==> src/rtl/mem_arbiter.sv <==
`default_nettype none
// ============================================================================
// mem_arbiter : multi-channel request arbiter that serialises 1/2/4-byte
//               reads and writes onto an 8-bit memory/IO bus.
// Revision    : 1.0
// ============================================================================
module mem_arbiter #(
  parameter int NUM_CH    = 2,
  parameter int PRIO_MODE = 0
) (
  input  logic                  clk_in,
  input  logic                  rst_in,
  input  logic                  rdy_in,
  input  logic [NUM_CH-1:0]     req_valid,
  input  logic [NUM_CH-1:0]     req_we,
  input  logic [2*NUM_CH-1:0]   req_len,
  input  logic [32*NUM_CH-1:0]  req_addr,
  input  logic [32*NUM_CH-1:0]  req_wdata,
  output logic [NUM_CH-1:0]     done,
  output logic [31:0]           rdata,
  output logic                  busy,
  input  logic [7:0]            mem_din,
  output logic [7:0]            mem_dout,
  output logic [31:0]           mem_a,
  output logic                  mem_wr,
  input  logic                  io_buffer_full
);
  localparam int IW = (NUM_CH > 1) ? $clog2(NUM_CH) : 1;

  localparam logic [1:0] S_IDLE = 2'd0;
  localparam logic [1:0] S_XFER = 2'd1;
  localparam logic [1:0] S_DONE = 2'd2;

  logic [1:0]    state_q, state_d;
  logic [IW-1:0] win_q, win_d, ptr_q, ptr_d;
  logic          we_q, we_d;
  logic [2:0]    n_q, n_d, cnt_q, cnt_d;
  logic [31:0]   addr_q, addr_d, wdata_q, wdata_d, rdata_q, rdata_d;

  logic          gnt_found, hi_found;
  logic [IW-1:0] gnt_idx, lo_idx, hi_idx;
  logic          sel_we;
  logic [1:0]    sel_len;
  logic [31:0]   sel_addr, sel_wdata;
  logic [31:0]   cur_addr;
  logic [7:0]    wbyte;
  logic          io_stall;

  // Round-robin picks the lowest requester at or above ptr, else wraps to the lowest overall.
  always_comb begin
    lo_idx   = '0;
    hi_idx   = '0;
    hi_found = 1'b0;
    for (int k = NUM_CH - 1; k >= 0; k--) begin
      if (req_valid[k]) begin
        lo_idx = IW'(k);
        if (IW'(k) >= ptr_q) begin
          hi_idx   = IW'(k);
          hi_found = 1'b1;
        end
      end
    end
    gnt_found = |req_valid;
    gnt_idx   = (PRIO_MODE == 1 && hi_found) ? hi_idx : lo_idx;
  end

  always_comb begin
    sel_we    = 1'b0;
    sel_len   = 2'b00;
    sel_addr  = '0;
    sel_wdata = '0;
    for (int k = 0; k < NUM_CH; k++) begin
      if (gnt_idx == IW'(k)) begin
        sel_we    = req_we[k];
        sel_len   = req_len[2*k +: 2];
        sel_addr  = req_addr[32*k +: 32];
        sel_wdata = req_wdata[32*k +: 32];
      end
    end
  end

  assign cur_addr = addr_q + {29'd0, cnt_q};
  assign io_stall = (state_q == S_XFER) && we_q && (cur_addr[17:16] == 2'b11) && io_buffer_full;

  always_comb begin
    case (cnt_q[1:0])
      2'd0:    wbyte = wdata_q[7:0];
      2'd1:    wbyte = wdata_q[15:8];
      2'd2:    wbyte = wdata_q[23:16];
      default: wbyte = wdata_q[31:24];
    endcase
  end

  always_comb begin
    state_d = state_q;
    win_d   = win_q;
    ptr_d   = ptr_q;
    we_d    = we_q;
    n_d     = n_q;
    cnt_d   = cnt_q;
    addr_d  = addr_q;
    wdata_d = wdata_q;
    rdata_d = rdata_q;
    case (state_q)
      S_IDLE: begin
        if (gnt_found) begin
          win_d   = gnt_idx;
          we_d    = sel_we;
          n_d     = (sel_len == 2'b00) ? 3'd1 : (sel_len == 2'b01) ? 3'd2 : 3'd4;
          addr_d  = sel_addr;
          wdata_d = sel_wdata;
          cnt_d   = 3'd0;
          if (!sel_we) rdata_d = '0;
          if (PRIO_MODE == 1) ptr_d = (gnt_idx == IW'(NUM_CH - 1)) ? '0 : gnt_idx + IW'(1);
          state_d = S_XFER;
        end
      end
      S_XFER: begin
        if (we_q) begin
          if (!io_stall) begin
            cnt_d = cnt_q + 3'd1;
            if (cnt_q == n_q - 3'd1) state_d = S_DONE;
          end
        end else begin
          // mem_din answers the address driven in the previous cycle.
          case (cnt_q)
            3'd1:    rdata_d[7:0]   = mem_din;
            3'd2:    rdata_d[15:8]  = mem_din;
            3'd3:    rdata_d[23:16] = mem_din;
            3'd4:    rdata_d[31:24] = mem_din;
            default: ;
          endcase
          if (cnt_q == n_q) state_d = S_DONE;
          else              cnt_d   = cnt_q + 3'd1;
        end
      end
      S_DONE:  state_d = S_IDLE;
      default: state_d = S_IDLE;
    endcase
  end

  always_comb begin
    mem_a    = '0;
    mem_dout = '0;
    mem_wr   = 1'b0;
    if (state_q == S_XFER) begin
      if (we_q) begin
        if (!io_stall) begin
          mem_a    = cur_addr;
          mem_dout = wbyte;
          mem_wr   = rdy_in;
        end
      end else if (!rdy_in && cnt_q != 3'd0) begin
        // Re-present the previous address so mem_din is still valid on resume.
        mem_a = cur_addr - 32'd1;
      end else if (cnt_q != n_q) begin
        mem_a = cur_addr;
      end
    end
  end

  always_comb begin
    done = '0;
    for (int k = 0; k < NUM_CH; k++) begin
      done[k] = (state_q == S_DONE) && (win_q == IW'(k));
    end
  end

  assign rdata = rdata_q;
  assign busy  = (state_q != S_IDLE);

  always_ff @(posedge clk_in) begin
    if (rst_in) begin
      state_q <= S_IDLE;
      win_q   <= '0;
      ptr_q   <= '0;
      we_q    <= 1'b0;
      n_q     <= 3'd1;
      cnt_q   <= 3'd0;
      addr_q  <= '0;
      wdata_q <= '0;
      rdata_q <= '0;
    end else if (rdy_in) begin
      state_q <= state_d;
      win_q   <= win_d;
      ptr_q   <= ptr_d;
      we_q    <= we_d;
      n_q     <= n_d;
      cnt_q   <= cnt_d;
      addr_q  <= addr_d;
      wdata_q <= wdata_d;
      rdata_q <= rdata_d;
    end
  end

endmodule
`default_nettype wire

==> config.mk <==
export PLATFORM = sky130hd
export DESIGN_NAME = mem_arbiter
export DESIGN_NICKNAME = d
export VERILOG_FILES = /design/src/rtl/mem_arbiter.sv
export SDC_FILE = /design/constraint.sdc
export NUM_CORES = 1
export LEC_CHECK = 0
export ABC_AREA = 0
export BUFFER_PORTS_ARGS = -buffer_cell sky130_fd_sc_hd__buf_2
export CAP_MARGIN = 25
export CORE_ASPECT_RATIO = 0.8
export CORE_UTILIZATION = 45
export DETAILED_ROUTE_END_ITERATION = 8
export PLACE_DENSITY = 0.71
export SYNTH_ARGS = -nofsm -noshare
export SYNTH_HDL_FRONTEND = slang
export SYNTH_SLANG_ARGS = --single-unit
export TNS_END_PERCENT = 10
==> constraint.sdc <==
create_clock -name clk_in -period 3.7 [get_ports clk_in]
set_input_delay 0.185 -clock clk_in [delete_from_list [all_inputs] [get_ports clk_in]]
set_output_delay 0.185 -clock clk_in [all_outputs]
set_load 0.05 [all_outputs]
==> results.md, run 1 <==
* Ant diodes at 0
* Total Power Consumption at 3.208 mW
* Starting Density at 0.4620
* Fmax at 272.9 MHz
* RSZ-0062 raised after global routing: yes
* Max-cap viol count at 0
* Final Hold Viols at 0
* Post-Syn Area at 7323 sq um
* Power Density at 343.6 nW/um^2
* Post-synth EDFFs at 0
* Clk sinks at 106
* Nets at 1,283
* DR pass1 iterations at 5
* Synth warn at 0
* Drt drc at 0
* R2r worst-path depth at 12
* Routed WL at 21,850 um
* Detail Placement HPWL at 16,850 um
* Vias at 7,556
* Hold endpoint: we_q$_SDFFE_PP0P_
* Reg-to-Reg Start: addr_q[0]$_SDFFE_PP0P_
* CTS Buf Count at 9
* Crit path cell chain: ha_4 -> inv_2 -> fa_2 -> and2b_4 -> o21ai_4 -> nor3_1 -> o21ai_2 -> or3_1 -> or4_1 -> a21oi_1 -> buf_4
* Fraction of layout cells with a size suffix above 1 at 0.3136
* Final period util at 0.9902
* Critical Path RT at 3.51 ns
* DP Area at 8740 sq um
* H-tree levels at 3
* Clock Skews at 0.008312 ns
* Worst slew pin tran at 1.015 ns
* Crit end category: output port
* Post-synthesis sequential area ratio at 0.2898
* DR WL/cell at 16.26 um
* GRT Resource Usage Total at 0.2574
* Vias in the first global route at 6,464
* Family with the most delay on the worst path: simple AND/OR/NAND/NOR gates
* Min-delay src: req_we[1]
* CP max stage delay at 0.52 ns
* Synthesized netlist cell count at 915
* Antenna Nets Post-Route at 0
* Most common cell after layout, fill and taps aside: buf_2
* First-pass GRT wire length at 33,530 um
* Fin crit period at 3.664 ns
* Worst hold stages at 3
* Critical path fanouts, max at 6
* R2R Path End: cnt_q[2]$_SDFFE_PP0P_
* Die height at 116.1 um
* Post-Route Setup TNS at 0 ns
* Clk Latency, worst-skew pair at 0.36 ns
* Buf+Inv Stages, Crit Path at 2
* Worst path depth at 11
* Synth Net Count at 1,074
* Peak supply drop at 0.2578 mV
* Status: finished, final reports clean
* Critical Path Slowest Stage Cell: or4_1
* CP startpoint kind: flip-flop
* Hold Buf Count CTS at 0
* Ys async rst share at 0
* FF-to-FF setup slack at 0.39 ns
* Worst Hold Class: in -> reg
* GRT overflow at 0
* Synth-to-layout area growth at 27.51%
* Leak at 3.849 nW
* Top Ports at 224
* TritonCTS clock tree: yes
* Core box area at 15,850 sq um
* Placement Rows at 41
* Clock transition at path regs at 0.07 ns
* Die X at 144.6 um
* DP Worst Slack at 0.1233 ns
* Initial antenna violation count at 0
* Ys flop type: dfxtp_1
* FILL cells at 1,460
* Final setup margin at 0.03620 ns
* Netlist cell types at 75
* Slew margin rel. at 0.3210
* DR vias/cell at 5.622
* Mean Syn Cell Area at 8.004 sq um
* Post-route cell area at 9338 sq um
* I/O Buffers at 223
* Final Setup Violations at 0
* Gpl congestion at 0.9645
* Seq cells post-synth at 106
* Largest net degree at the start of global routing at 107
* Iteration-0 DRC Markers at 662
* Critical path type: reg -> out
* Die ar. at 16,790 sq um
* Final Slew Violations at 0
* Root Buffer: clkbuf_16
* Post-route core utilization at 0.5891
* Most frequent cells in the layout: buf_2, nor2_1, dfxtp_1, mux2i_1, a211oi_1
* CTS Buffer Depth at 2
* CP Data Arrival Time at 3.48 ns
## worst max-delay path by stage
stage	from	endpoint	slack (ns)
2_1_floorplan	cnt_q[0]$_SDFFE_PP0P_	mem_a[15]	-0.24
5_1_grt	addr_q[0]$_SDFFE_PP0P_	mem_a[28]	-0.12
3_5_place_dp	cnt_q[0]$_SDFFE_PP0P_	mem_a[26]	0.12
6_report	addr_q[0]$_SDFFE_PP0P_	mem_a[14]	0.04
4_1_cts	addr_q[0]$_SDFFE_PP0P_	mem_a[25]	0.02
3_3_place_gp	cnt_q[0]$_SDFFE_PP0P_	mem_a[26]	0.15
## state kept, by name, indices dropped and copies added (netlist names)
name and count:
cnt_q 3, n_q 3, win_q 1, addr_q 32, rdata 32, wdata_q 32
we_q 1, state_q 2
## per-layer routing
layer / vias to the layer above / routed length, um / track usage
li1: 3776 / - / -
met1: 3411 / 10530 / 0.3737
met2: 323 / 9468 / 0.3904
met3: 46 / 1369 / 0.03690
met4: 0 / 484 / 0.08351
met5: - / 0 / 0
## layout make-up
| class | count | area, sq um | area share |
|---|---|---|---|
| sequential | 106 | 2126 | 0.2277 |
| clock inverter | 7 | 65.06 | 0.006968 |
| timing repair buffer | 272 | 1569 | 0.1680 |
| tap | 215 | 269.0 | 0.02881 |
| inverter | 15 | 56.30 | 0.006030 |
| clock buffer | 9 | 225.2 | 0.02412 |
| multi-input combinational | 720 | 5027 | 0.5384 |
## synth_stat cells, drive strengths merged (6+ instances only)
master / count / area (sq um)
nor2: 156 / 585.6
dfxtp: 106 / 2122
mux2i: 101 / 1011
a211oi: 79 / 608.1
clkbuf: 53 / 198.9
a21oi: 44 / 227.7
nand2: 43 / 161.4
nand3: 26 / 145.1
o21ai: 23 / 130.1
buf: 21 / 108.9
xnor2: 20 / 175.2
nand4: 19 / 118.9
nor3: 18 / 100.1
xor2: 18 / 157.7
and2: 15 / 93.84
inv: 15 / 56.30
or3: 15 / 103.9
ha: 10 / 125.1
nor4: 10 / 90.08
o211ai: 10 / 80.07
a222oi: 8 / 80.08
o22ai: 8 / 50.05
or2: 8 / 50.05
a31oi: 7 / 43.79
o31ai: 7 / 57.55
a21o: 6 / 45.04
and3: 6 / 42.54
or4: 6 / 45.04
## cell families after synthesis
kind of cell               synth area share
adders and majority gates           0.01982
AOI/OAI and AO/OA                    0.2173
and+or+nand+nor                      0.2399
DFF                                  0.2898
muxes                                0.1380
xor gates and xnor gates            0.04545
buffers and inverters               0.04972
## metrics by stage
step | std cells | hold slack [ns]
detailed placement | 1317 | 0.4625
CTS | 1340 | 0.1520
finish | 1344 | 0.1521
global placement | 1317 | 0.4563
floorplan | 915 | 0.3775
global route | 1344 | 0.1718
## tightest hold or removal path, stage by stage
cell and delay (ns):
buf_2 0.09, a211oi_1 0.06, nor3_1 0.12
## power by group
| part | internal (mW) | switching, mW | leakage, nW |
|---|---|---|---|
| Clock | 0.470 | 0.466 | 0.137 |
| Sequential | 1.22 | 0.0931 | 0.871 |
| Combinational | 0.377 | 0.580 | 2.84 |
## what timing repair did
item | in CTS | in global routing
pin swaps | 15 | 11
setup endpoints to repair | 25 | 29
gates resized for setup | 28 | 30
buffers inserted | 7 | 3
Note: power is estimated with default switching activity, not from simulation.
==> run 2: changes to the inputs <==
--- a/config.mk
+++ b/config.mk
@@ -8,10 +8,14 @@
 export ABC_AREA = 0
 export BUFFER_PORTS_ARGS = -buffer_cell sky130_fd_sc_hd__buf_2
 export CAP_MARGIN = 25
+export CELL_PAD_IN_SITES_DETAIL_PLACEMENT = 1
+export CELL_PAD_IN_SITES_GLOBAL_PLACEMENT = 2
 export CORE_ASPECT_RATIO = 0.8
-export CORE_UTILIZATION = 45
+export CORE_MARGIN = 2
+export CORE_UTILIZATION = 29
+export CTS_CLUSTER_DIAMETER = 40
 export DETAILED_ROUTE_END_ITERATION = 8
-export PLACE_DENSITY = 0.71
+export PLACE_DENSITY_LB_ADDON = 0.1
 export SYNTH_ARGS = -nofsm -noshare
 export SYNTH_HDL_FRONTEND = slang
 export SYNTH_SLANG_ARGS = --single-unit
==> results.md, run 2 (synthesized netlist as in run 1, its figures left out) <==
* Critical path fanouts, max at 6
* Die ar. at 26,550 sq um
* FF-to-FF setup slack at 0.66 ns
* CTS Buffer Depth at 2
* Leak at 3.991 nW
* Peak supply drop at 0.2309 mV
* Antenna Nets Post-Route at 0
* CP startpoint kind: flip-flop
* Fraction of layout cells with a size suffix above 1 at 0.3354
* GRT Resource Usage Total at 0.2002
* Die X at 181.7 um
* Post-route cell area at 9861 sq um
* I/O Buffers at 223
* Max-cap viol count at 0
* Core box area at 24,570 sq um
* DR pass1 iterations at 5
* Nets at 1,291
* Synth-to-layout area growth at 34.65%
* Gpl congestion at 0.8013
* Reg-to-Reg Start: addr_q[0]$_SDFFE_PP0P_
* Fmax at 272.1 MHz
* Critical Path RT at 3.51 ns
* CP Data Arrival Time at 3.49 ns
* Vias at 7,618
* RSZ-0062 raised after global routing: yes
* Most frequent cells in the layout: buf_2, nor2_1, mux2i_1, dfxtp_1, a211oi_1
* Drt drc at 0
* Iteration-0 DRC Markers at 412
* FILL cells at 2,979
* DR WL/cell at 18.70 um
* DP Area at 9081 sq um
* Min-delay src: req_we[1]
* Vias in the first global route at 7,582
* CTS Buf Count at 9
* Clk Latency, worst-skew pair at 0.36 ns
* Crit end category: output port
* Most common cell after layout, fill and taps aside: buf_2
* Worst slew pin tran at 0.9989 ns
* Final Hold Viols at 0
* R2R Path End: cnt_q[2]$_SDFFE_PP0P_
* Final Setup Violations at 0
* Die height at 146.1 um
* Hold endpoint: we_q$_SDFFE_PP0P_
* GRT overflow at 0
* Clock Skews at 0.01084 ns
* Power Density at 334.5 nW/um^2
* Total Power Consumption at 3.299 mW
* DR vias/cell at 5.236
* R2r worst-path depth at 13
* Routed WL at 27,200 um
* H-tree levels at 3
* Detail Placement HPWL at 20,960 um
* Largest net degree at the start of global routing at 132
* Worst hold stages at 3
* Status: finished, final reports clean
* Slew margin rel. at 0.3316
* Clock transition at path regs at 0.07 ns
* Final hold slack at 0.1484 ns
* Final period util at 0.9932
* Placement Rows at 51
* Worst Hold Class: in -> reg
* First-pass GRT wire length at 42,470 um
* Clk sinks at 106
* Initial antenna violation count at 1
* Top Ports at 224
* Post-Route Setup TNS at 0 ns
* Root Buffer: clkbuf_16
* Final Slew Violations at 0
* Starting Density at 0.2981
* Critical path type: reg -> out
* Fin crit period at 3.675 ns
* TritonCTS clock tree: yes
run 2: cell count changes in the layout (fill, tap and decap cells not counted), moves of 3 or more:
| cell | previous run | this run |
|---|---|---|
| buf_2 | 210 | 205 |
| buf_4 | 53 | 58 |
| buf_12 | 3 | 13 |
| nor4_4 | 1 | 4 |
run 2: cell type report:
class	instances	area (sq um)	area share
inverters	15	56.30	0.005710
flip-flops and latches	106	2128	0.2158
repair buffers	280	1794	0.1820
clock inverters	6	60.06	0.006091
clock buffers	9	225.2	0.02284
multi-input cells	720	5196	0.5270
diodes	1	2.502	0.0002538
well taps	318	397.9	0.04035
run 2: worst max-delay path by stage:
| stage | slack [ns] | endpoint | start |
|---|---|---|---|
| 2_1_floorplan | -0.24 | mem_a[15] | cnt_q[0]$_SDFFE_PP0P_ |
| 3_3_place_gp | 0.13 | mem_a[29] | cnt_q[0]$_SDFFE_PP0P_ |
| 3_5_place_dp | 0.08 | mem_a[29] | addr_q[0]$_SDFFE_PP0P_ |
| 4_1_cts | -0.02 | mem_a[25] | addr_q[0]$_SDFFE_PP0P_ |
| 5_1_grt | -0.1 | mem_a[25] | addr_q[0]$_SDFFE_PP0P_ |
| 6_report | 0.03 | mem_a[25] | addr_q[0]$_SDFFE_PP0P_ |
run 2: power by group:
group	internal [mW]	leakage, nW	switching (mW)
registers	1.22	0.872	0.101
clock network	0.469	0.140	0.471
logic	0.417	2.98	0.618
run 2: through the flow:
step           instances    util  worst slack, ns
6_report            1455  0.4014          0.02512
5_1_grt             1454  0.4013         -0.09789
4_1_cts             1451  0.3939         -0.01682
3_5_place_dp        1422  0.3696          0.08288
3_3_place_gp        1422  0.3696           0.1303
2_1_floorplan        915       -          -0.2435
run 2: critical path, cell delays in order, from the launching register on:
cell and delay, ns:
dfxtp_2 0.36, ha_4 0.14, inv_2 0.04, fa_2 0.36, and2b_4 0.31, buf_4 0.14, o211ai_1 0.10, nor4_2 0.27
o311ai_2 0.21, or3_4 0.48, or3_1 0.38, o211ai_1 0.13, clkbuf_16 0.21
run 2: per-layer routing:
layer	vias to the layer above	routed length, um	GRT usage
met5	-	0	0
met4	0	193	0.03089
met3	11	1323	0.04016
met2	165	11820	0.3086
met1	3634	13870	0.2922
li1	3808	-	-
run 2: timing repair:
item / in CTS / in global routing
buffers inserted: 14 / 3
endpoints found under the setup margin: 20 / 28
hold endpoints to repair: 0 / 0
hold buffers: 0 / 0
pin swaps: 18 / 9
gates resized for setup: 41 / 39
==> run 3: changes to the inputs <==
--- a/config.mk
+++ b/config.mk
@@ -16,6 +16,7 @@
 export CTS_CLUSTER_DIAMETER = 40
 export DETAILED_ROUTE_END_ITERATION = 8
 export PLACE_DENSITY_LB_ADDON = 0.1
+export SLEW_MARGIN = 25
 export SYNTH_ARGS = -nofsm -noshare
 export SYNTH_HDL_FRONTEND = slang
 export SYNTH_SLANG_ARGS = --single-unit
==> constraint.sdc (replaced) <==
create_clock -name clk_in -period 4.1 [get_ports clk_in]
set_input_delay 0.205 -clock clk_in [delete_from_list [all_inputs] [get_ports clk_in]]
set_output_delay 0.205 -clock clk_in [all_outputs]
set_load 0.05 [all_outputs]
==> results.md, run 3 (synthesized netlist as in run 1, its figures left out) <==
* Crit end category: output port
* Post-Route Setup TNS at 0 ns
* Peak supply drop at 0.1587 mV
* Ant diodes at 0
* FILL cells at 3,027
* Power Density at 321.1 nW/um^2
* Gpl congestion at 0.8221
* DR vias/cell at 5.174
* Most frequent cells in the layout: buf_2, nor2_1, dfxtp_1, mux2i_1, a211oi_1
* CTS Buffer Depth at 2
* Critical path type: reg -> out
* Die height at 146.1 um
* Nets at 1,261
* Drt drc at 0
* Routed met2 length at 11,380 um
* I/O Buffers at 223
* Post-route core utilization at 0.3778
* Vias in the first global route at 7,249
* Family with the most delay on the worst path: simple AND/OR/NAND/NOR gates
* Leak at 3.748 nW
* Placement Rows at 51
* Synth-to-layout area growth at 26.76%
* FF-to-FF setup slack at 0.83 ns
* Buf+Inv Stages, Crit Path at 2
* Top Ports at 224
* Die ar. at 26,550 sq um
* Clk sinks at 106
* Worst path depth at 12
* Vias at 7,373
* Max-cap viol count at 0
* Final std cells w/o fill at 1,425
* Initial antenna violation count at 1
* H-tree levels at 3
* Final Slew Violations at 0
* Total Power Consumption at 2.981 mW
* DR pass1 iterations at 5
* Critical Path Most Common Cell: or3_4
* Iteration-0 DRC Markers at 415
* Fin crit period at 3.916 ns
* Final period util at 0.9552
* Die X at 181.7 um
* Most common cell after layout, fill and taps aside: buf_2
* CTS Buf Count at 9
* Starting Density at 0.2981
* R2r worst-path depth at 9
* Critical path fanouts, max at 6
* Crit path cell chain: ha_2 -> inv_1 -> fa_2 -> and2b_2 -> o21ai_2 -> or3_4 -> a211oi_2 -> nand4_1 -> or3_4 -> or4_1 -> o211ai_2 -> buf_6
* Clock transition at path regs at 0.07 ns
* CP startpoint kind: flip-flop
* TritonCTS clock tree: yes
* Clk Latency, worst-skew pair at 0.36 ns
* Min-delay src: req_we[1]
* Final hold slack at 0.1777 ns
* Worst slew pin tran at 1.047 ns
* DR top layer: met5
* Placed Cells at 1,405
* Slew margin rel. at 0.2996
* CP max stage delay at 0.49 ns
* Critical Path RT at 3.89 ns
* Largest net degree at the start of global routing at 132
* Fmax at 255.4 MHz
* Detail Placement HPWL at 20,790 um
* Met3 wire length at 1192 um
* Final Hold Viols at 0
* GRT Resource Usage Total at 0.1974
* Routed WL at 26,500 um
* Root Buffer: clkbuf_16
* Status: finished, final reports clean
* Critical Path Slowest Stage Cell: or4_1
* Worst Hold Class: in -> reg
* Fraction of layout cells with a size suffix above 1 at 0.2855
* Worst hold stages at 3
* Final Setup Violations at 0
* Core box area at 24,570 sq um
* Metal-1 WL at 13,770 um
* DR WL/cell at 18.60 um
* Clock Skews at 0.009362 ns
* CP Data Arrival Time at 3.71 ns
* Antenna Nets Post-Route at 0
* Crit path launch: addr_q[0]$_SDFFE_PP0P_
* Reg-to-Reg Start: cnt_q[2]$_SDFFE_PP0P_
* First-pass GRT wire length at 41,620 um
* GRT overflow at 0
run 3: what timing repair did:
action	4_1_cts	5_1_grt
endpoints found under the setup margin	2	30
buffers inserted	0	4
cloned	0	0
pin swaps	0	6
hold buffers	0	0
gates resized for setup	3	23
hold endpoints to repair	0	0
run 3: tightest hold or removal path, cell delays in order:
cell,delay (ns)
buf_2,0.09
a211oi_1,0.06
nor3_1,0.12
run 3: stage by stage:
stage	cell area, sq um	setup WS (ns)
after CTS	9153	0.01475
after global routing	9283	-0.008547
after global placement	8826	0.3810
final	9283	0.1839
after floorplan	7323	0.08885
after detailed placement	8826	0.3023
run 3: per-layer routing:
metal | vias to the layer above | track usage
met4 | 2 | 0.03496
li1 | 3742 | -
met1 | 3459 | 0.2915
met5 | - | 0
met2 | 162 | 0.3004
met3 | 8 | 0.03642
run 3: report_power, final:
group | total (mW) | internal, mW | switching, mW
logic | 0.860 | 0.328 | 0.532
clock network | 0.919 | 0.501 | 0.418
registers | 1.20 | 1.10 | 0.0995
total | 2.98 | 1.93 | 1.05
run 3: final timing paths:
kind | to
worst max-delay path | mem_a[29]
worst min-delay path | we_q$_SDFFE_PP0P_
worst max register to register | cnt_q[2]$_SDFFE_PP0P_
worst min register to register | win_q$_SDFFE_PP0P_
run 3: final cells by class:
cell class | instances | area (sq um) | area share
clock buffers | 11 | 242.7 | 0.02615
flip-flops and latches | 106 | 2122 | 0.2286
multi-input cells | 720 | 4952 | 0.5335
inverters | 15 | 56.30 | 0.006066
well taps | 318 | 397.9 | 0.04286
repair buffers | 250 | 1444 | 0.1555
clock inverters | 5 | 67.56 | 0.007279
